## config.mk

```make
export PLATFORM = sky130hd
export DESIGN_NAME = lsu_sequencer
export DESIGN_NICKNAME = d
export VERILOG_FILES = /design/src/rtl/lsu_sequencer.sv
export SDC_FILE = /design/constraint.sdc
export NUM_CORES = 1
export LEC_CHECK = 0
export ABC_AREA = 0
export BUFFER_PORTS_ARGS = -buffer_cell sky130_fd_sc_hd__buf_2
export CAP_MARGIN = 10
export CORE_UTILIZATION = 37
export CTS_CLUSTER_DIAMETER = 30
export DETAILED_ROUTE_END_ITERATION = 12
export PLACE_DENSITY = 0.71
export SETUP_SLACK_MARGIN = 0.02
export SYNTH_ARGS = -nofsm -noshare
export SYNTH_HDL_FRONTEND = slang
export SYNTH_SLANG_ARGS = --single-unit
```

## constraint.sdc

```tcl
create_clock -name clk -period 7.95 [get_ports clk]
set_input_delay 0.795 -clock clk [delete_from_list [all_inputs] [get_ports clk]]
set_output_delay 0.795 -clock clk [all_outputs]
set_load 0.005 [all_outputs]
```

## src/rtl/lsu_sequencer.sv

```systemverilog
// Load/store sequencer: turns one core request into one or two aligned word
// transfers, with byte-lane strobes, shifted store data and merged load data.
module lsu_sequencer #(
  parameter bit ALLOW_MISALIGNED = 1'b1
) (
  input  logic        clk,
  input  logic        reset,
  input  logic        req_valid,
  output logic        req_ready,
  input  logic        req_store,
  input  logic [2:0]  req_funct3,
  input  logic [31:0] req_address,
  input  logic [31:0] req_store_data,
  output logic        resp_valid,
  output logic [31:0] resp_load_data,
  output logic        resp_misaligned,
  output logic        bus_valid,
  input  logic        bus_ready,
  output logic [31:0] bus_address,
  input  logic [31:0] bus_rdata,
  output logic [3:0]  bus_wstrobe,
  output logic [31:0] bus_wdata
);

  typedef enum logic [1:0] {StIdle, StFirst, StSecond, StResp} state_e;

  state_e      state_q, state_d;
  logic        store_q;
  logic [2:0]  funct3_q;
  logic [31:0] addr_q;
  logic [31:0] sdata_q;
  logic [31:0] lo_q;
  logic [31:0] load_q;
  logic        fault_q;

  logic        accept;
  logic        lo_en;
  logic        load_en;
  logic        req_split;
  logic        split;
  logic [1:0]  off;
  logic [2:0]  size;
  logic [7:0]  mask8;
  logic [63:0] data64;
  logic [63:0] merged;
  logic [31:0] raw;
  logic [31:0] ext;

  // Access size in bytes: 1, 2 or 4.
  function automatic logic [2:0] size_of(input logic [1:0] f);
    unique case (f)
      2'b00:   size_of = 3'd1;
      2'b01:   size_of = 3'd2;
      default: size_of = 3'd4;
    endcase
  endfunction

  // Lane geometry of the latched request and of the incoming one.
  always_comb begin
    off       = addr_q[1:0];
    size      = size_of(funct3_q[1:0]);
    split     = (({1'b0, off} + size) > 3'd4);
    req_split = (({1'b0, req_address[1:0]} + size_of(req_funct3[1:0])) > 3'd4);
    mask8     = ((8'd1 << size) - 8'd1) << off;
    data64    = {32'd0, sdata_q} << {off, 3'b000};
  end

  // Load merge: the second beat supplies the upper word; shift down and extend.
  always_comb begin
    merged = (state_q == StSecond) ? {bus_rdata, lo_q} : {32'd0, bus_rdata};
    raw    = 32'(merged >> {off, 3'b000});
    unique case (funct3_q[1:0])
      2'b00:   ext = funct3_q[2] ? {24'd0, raw[7:0]} : {{24{raw[7]}}, raw[7:0]};
      2'b01:   ext = funct3_q[2] ? {16'd0, raw[15:0]} : {{16{raw[15]}}, raw[15:0]};
      default: ext = raw;
    endcase
  end

  // Next-state and bus/handshake outputs.
  always_comb begin
    state_d     = state_q;
    req_ready   = 1'b0;
    resp_valid  = 1'b0;
    bus_valid   = 1'b0;
    bus_address = 32'd0;
    bus_wstrobe = 4'd0;
    bus_wdata   = 32'd0;
    accept      = 1'b0;
    lo_en       = 1'b0;
    load_en     = 1'b0;
    unique case (state_q)
      StIdle: begin
        req_ready = 1'b1;
        if (req_valid) begin
          accept  = 1'b1;
          state_d = (req_split && !ALLOW_MISALIGNED) ? StResp : StFirst;
        end
      end
      StFirst: begin
        bus_valid   = 1'b1;
        bus_address = {addr_q[31:2], 2'b00};
        bus_wstrobe = store_q ? mask8[3:0] : 4'd0;
        bus_wdata   = data64[31:0];
        if (bus_ready) begin
          if (split) begin
            lo_en   = 1'b1;
            state_d = StSecond;
          end else begin
            load_en = 1'b1;
            state_d = StResp;
          end
        end
      end
      StSecond: begin
        bus_valid   = 1'b1;
        bus_address = {addr_q[31:2], 2'b00} + 32'd4;
        bus_wstrobe = store_q ? mask8[7:4] : 4'd0;
        bus_wdata   = data64[63:32];
        if (bus_ready) begin
          load_en = 1'b1;
          state_d = StResp;
        end
      end
      StResp: begin
        resp_valid = 1'b1;
        state_d    = StIdle;
      end
      default: state_d = StIdle;
    endcase
  end

  assign resp_load_data  = load_q;
  assign resp_misaligned = (state_q == StResp) && fault_q;

  // State, latched request and load result registers.
  always_ff @(posedge clk or negedge reset) begin
    if (!reset) begin
      state_q  <= StIdle;
      store_q  <= 1'b0;
      funct3_q <= 3'd0;
      addr_q   <= 32'd0;
      sdata_q  <= 32'd0;
      lo_q     <= 32'd0;
      load_q   <= 32'd0;
      fault_q  <= 1'b0;
    end else begin
      state_q <= state_d;
      if (accept) begin
        store_q  <= req_store;
        funct3_q <= req_funct3;
        addr_q   <= req_address;
        sdata_q  <= req_store_data;
        fault_q  <= req_split && !ALLOW_MISALIGNED;
        if (req_split && !ALLOW_MISALIGNED) begin
          load_q <= 32'd0;
        end
      end
      if (lo_en) begin
        lo_q <= bus_rdata;
      end
      // Stores leave the previous load result in place.
      if (load_en && !store_q) begin
        load_q <= ext;
      end
    end
  end

endmodule

```

# == Word level (Yosys, flattened, before mapping) ==
# Index checks and enable logic that the tools add are counted.
# word_totals
register_bits,134
latch_bits,0
ram_bits,0
mem_bits_ro,0
in_bits,104
out_inout_bits,104
wordCells,55
memories,0
# classes
add_sub_neg,3
mul,0
div_mod_pow,0
magnitude_cmp,1
n_eq_ne,7
shifts,4
muxes,27
bitwise_logic,0
reduce_logical,6
# ops
op,n
case mux 32 bit (2 select lines),3
2-to-1 mux 32 bit,2
2-to-1 mux 64 bit,1
<< shifter 32 x 5 -> 64 bit,1
>> shifter 64 x 5 -> 32 bit,1
adder 32 x 3 -> 32 bit (second input constant),1
2-to-1 mux 1 bit,12
2-to-1 mux 4 bit,2
case mux 2 bit (4 select lines),1
case mux 4 bit (2 select lines),1
<< shifter 1 x 3 -> 8 bit (first input constant),1
<< shifter 8 x 2 -> 8 bit,1
subtractor 8 x 1 -> 8 bit (second input constant),1
2-to-1 mux 2 bit,3
!= test 2 bit (second input constant),3
case mux 3 bit (2 select lines),1
== test 2 x 1 -> 1 bit (second input constant),2
== test 2 bit (second input constant),2
zero test 2 bit,2
adder 2 x 3 -> 3 bit,1
greater-than comparator 3 bit (second input constant),1
AND reduction 3 bit,1
case mux 1 bit (2 select lines),1
OR reduction 2 bit,1
2 further kinds,2

# == Depth between registers and ports, before layout ==
# depth
word_depth,8
mapped_depth,13
depth_no_buf,9

# == Worst setup path after synthesis ==
# OpenSTA, ideal clock, no wires.
# synth_path
path_type,flip-flop to flip-flop
startpoint,register addr_q[1]
endpoint,register load_q[20] (netlist: resp_load_data[20])
setup_time_ns,0.137
arrival_time_ns,2.568
t_required_ns,7.813
setup_slack_ns,5.245
stages_incl_launch_ff,13
path_buffers,5
period_less_slack_ns,2.705
cell_sequence,dfrtp_1 > buf_2 > inv_1 > buf_2 > buf_1 > xnor2_1 > ha_1 > or2_1 > o221ai_2 > o21a_2 > buf_4 > buf_2 > a31oi_1
# synth_between
elab_chain_len,6
word_cells_on_any_way,10
cone_classes,add/sub: 1; order compare: 1; shift: 1; mux: 6; reduce/logical: 1
# synth_rtl
element,line,text
from (decl),30,logic [31:0] addr_q;
from (signal assigned),151,addr_q <= req_address;
adder 2 x 3 -> 3 bit,62,"split = (({1'b0, off} + size) > 3'd4);"
greater-than comparator 3 bit,62,
2-to-1 mux 1 bit,105,if (split) begin
2-to-1 mux 1 bit,104,if (bus_ready) begin
case mux 1 bit (2 select lines),91,unique case (state_q)
logical AND 1 bit,162,if (load_en && !store_q) begin
to (signal assigned),163,load_q <= ext;
to (decl),33,logic [31:0] load_q;
# Several ways; a longest one is shown, not always the timed one.
# A chain may end at the register's enable or synchronous reset.

# == Worst setup path after layout ==
# layout_path
startpoint,register state_q[0]
endpoint,output port bus_address[23]
# layout_between
elab_chain_len,2
word_cells_on_any_way,3
cone_classes,eq/ne: 2; mux: 1
# layout_rtl
element,line,text
from (decl),27,"state_e state_q, state_d;"
from (signal assigned),138,state_q <= StIdle;
from (signal assigned),147,state_q <= state_d;
== test 2 bit / == test 2 x 1 -> 1 bit (equally long branches),91,
case mux 32 bit (2 select lines) *,91,
to (decl),19,"output logic [31:0] bus_address,"
# Mark *: on every way between the ends. The rest lies on a longest branch, timed or not.

==> results_dict.tcl <==
set metrics [dict create \
    hold_slack_ns 0.344 \
    synthesis.area_um2 8830 \
    drt-initial-drc-count 529 \
    finalClockSkew_ns 0.0117 \
    post_cts_buffers 0 \
    finalSetupTns_ns 0 \
    die_w_um 157 \
    worst_setup_path_start_kind "flip-flop" \
    synth_cells 895 \
    worstMarginPinSlew_ns 1.25 \
    die_area_um2 24500 \
    wl_per_cell_um 18.4 \
    final_layout_size_suffix_gt1_frac 0.351 \
    rsz0062_at_grt "false" \
    grt_max_degree 80 \
    critical_path_required_ns 7.15 \
    maxCapViolations 0 \
    period_minus_slack_ns 4.37 \
    drv_slew 0 \
    ys_warn_count 0 \
    synth_ff_type "dfrtp_1" \
    finalCritPeriodShare 0.550 \
    max_freq_ghz 0.229 \
    final_cell_mix "203 x buf_2, 133 x dfrtp_1, 101 x mux2_2" \
    gp_congestion 0.883 \
    grt_pass1_wl_um 40500 \
    clkSlewWorstSetupHoldPaths_ns 0.06 \
    antenna_found_initial 6 \
    first_pass_iters 5 \
    layout_commonest_cell "buf_2" \
    grt_pass1_vias 7587 \
    initial_core_util 0.376 \
    detail-route-antenna-nets 0 \
    area_delta_synth_final_pct 18.8 \
    powerDensity_nw_per_um2 451 \
    synth_async_sr_flop_share 1.00 \
    cts.sinks 134 \
    crit_path_end_kind "primary output" \
    cts_tree "done" \
    maxSlewHeadroom 0.161 \
    synth_seq_cells 134 \
    num_vias 7860 \
    via_per_inst 5.65 \
    min_path_type "in -> async" \
    dp.cells 1355 \
    cts_max_level 4 \
    yosysUniqueCellTypes 67 \
    numCtsBuffers 17 \
    cts_resized 0 \
    leakage_uw 0.00468 \
    nets 1167 \
    grt-ovfl-total 0 \
    portBuffers 204 \
    clk_latency_ns 0.42 \
    postCtsHoldBufs 0 \
    synth.yosys.seq_area_share 0.380 \
    syn_avg_cell_area_um2 9.87 \
    cts-root-buf "clkbuf_16" \
    fin_cells 1392 \
    synth_edf_count 0 \
    worstSetupPathType "reg -> out" \
    vdd_drop_max_v 0.000186 \
    cp.arrival_ns 3.58 \
    cts_buffer_depth 2 \
    outcome "completed" \
    setup_viol 0 \
    hold_viol 0 \
    dp_hpwl_um 18200 \
    critPathMaxFanout 33 \
    die_h_um 157 \
    drcViolationCount 0 \
    core_um2 23500 \
    io_pins 208 \
    drt-total-wl_um 25600 \
    grt_usage 0.212 \
    row_count 56 \
]
==> layer usage <==
metal  global-route usage  vias to the layer above  wire length [um]  share of wire
met3               0.0432                       59              1600          0.063
li1                     -                     3638                 -              -
met1                0.279                     3840             10900           0.43
met5                    0                        -                13        0.00051
met4                0.110                        2               850          0.033
met2                0.329                      321             12100           0.48
==> cell usage after synthesis, drive strengths merged, types with 3 or more instances <==
| cell | n | share of area |
|---|---|---|
| a21oi | 20 | 0.012 |
| and4 | 3 | 0.0030 |
| o31ai | 8 | 0.0068 |
| mux2 | 101 | 0.13 |
| o211ai | 3 | 0.0025 |
| nand4 | 15 | 0.011 |
| a221oi | 3 | 0.0037 |
| o21ai | 78 | 0.044 |
| ha | 8 | 0.011 |
| dfrtp | 134 | 0.38 |
| nand2 | 78 | 0.033 |
| mux2i | 82 | 0.093 |
| a22oi | 24 | 0.020 |
| o22ai | 18 | 0.013 |
| nor3 | 10 | 0.0086 |
| nor2 | 67 | 0.029 |
| inv | 13 | 0.0055 |
| nor4 | 3 | 0.0028 |
| buf | 53 | 0.044 |
| nand2b | 4 | 0.0028 |
| xor2 | 3 | 0.0030 |
| a31oi | 28 | 0.020 |
| mux4 | 13 | 0.033 |
| clkbuf | 20 | 0.0085 |
| and2 | 22 | 0.016 |
| and3 | 12 | 0.0085 |
| a211oi | 3 | 0.0025 |
| o22a | 7 | 0.0069 |
| nand3 | 20 | 0.011 |
| xnor2 | 3 | 0.0030 |
| nor2b | 13 | 0.0095 |
==> path summary, 6_finish.rpt <==
path	from	end	slack, ns	cells after the start
worst max register to register	addr_q[0]	resp_load_data[9]	4.11	6
worst max-delay path	state_q[0]	bus_address[23]	3.58	6
worst min-delay path	reset	addr_q[25]	0.34	1
max in group asynchronous	reset	addr_q[0]	6.10	2
worst min register to register	lo_q[5]	lo_q[5]	0.50	1
min in group clk	lo_q[5]	lo_q[5]	0.50	1
==> state kept, by name, summed over array words and instances, names as in the netlist <==
name	count
store_q	1
sdata_q	32
lo_q	32
addr_q	32
state_q	2
funct3_q	3
resp_load_data	32
==> worst max-delay path, stage by stage (launching register included) <==
cell and delay (ns):
dfrtp_1 0.40, inv_1 0.09, ha_1 0.85, nand2_1 0.82, or4_1 0.73, o211ai_1 0.10, buf_2 0.15
==> metrics by stage <==
stage / power [uW] / instance area (um2) / utilization / worst slack [ns]
floorplan: 3210 / 8840 / - / 5.24
global placement: 3820 / 9870 / 0.421 / 4.12
detailed placement: 3890 / 9870 / 0.421 / 4.03
CTS: 4740 / 10500 / 0.447 / 3.53
global route: 5070 / 10500 / 0.447 / 3.30
finish: 4730 / 10500 / 0.447 / 3.58
==> cell type report <==
class / instances / area (um2)
Multi-Input combinational cell: 676 / 4970
Antenna cell: 5 / 12.5
Fill cell: 2244 / 13000
Clock inverter: 15 / 185
Tap cell: 319 / 399
Clock buffer: 17 / 425
Inverter: 14 / 52.6
Timing Repair Buffer: 212 / 1090
Sequential cell: 134 / 3360
==> kinds of logic after synthesis <==
kind of cell             share of synthesized area
multiplexers                                 0.255
XOR/XNOR                                   0.00595
buffers and inverters                       0.0585
AO/OA/AOI/OAI                                0.146
adder cells (fa/ha/maj)                     0.0113
flip-flops                                   0.380
AND/OR/NAND/NOR                              0.144
other                                     0.000424
==> report_power, final <==
part	internal, uW	switching, uW	total [uW]
logic	1150	1300	2450
registers	1040	408	1450
clock network	479	349	828
Note: power is estimated with default switching activity, not from simulation.
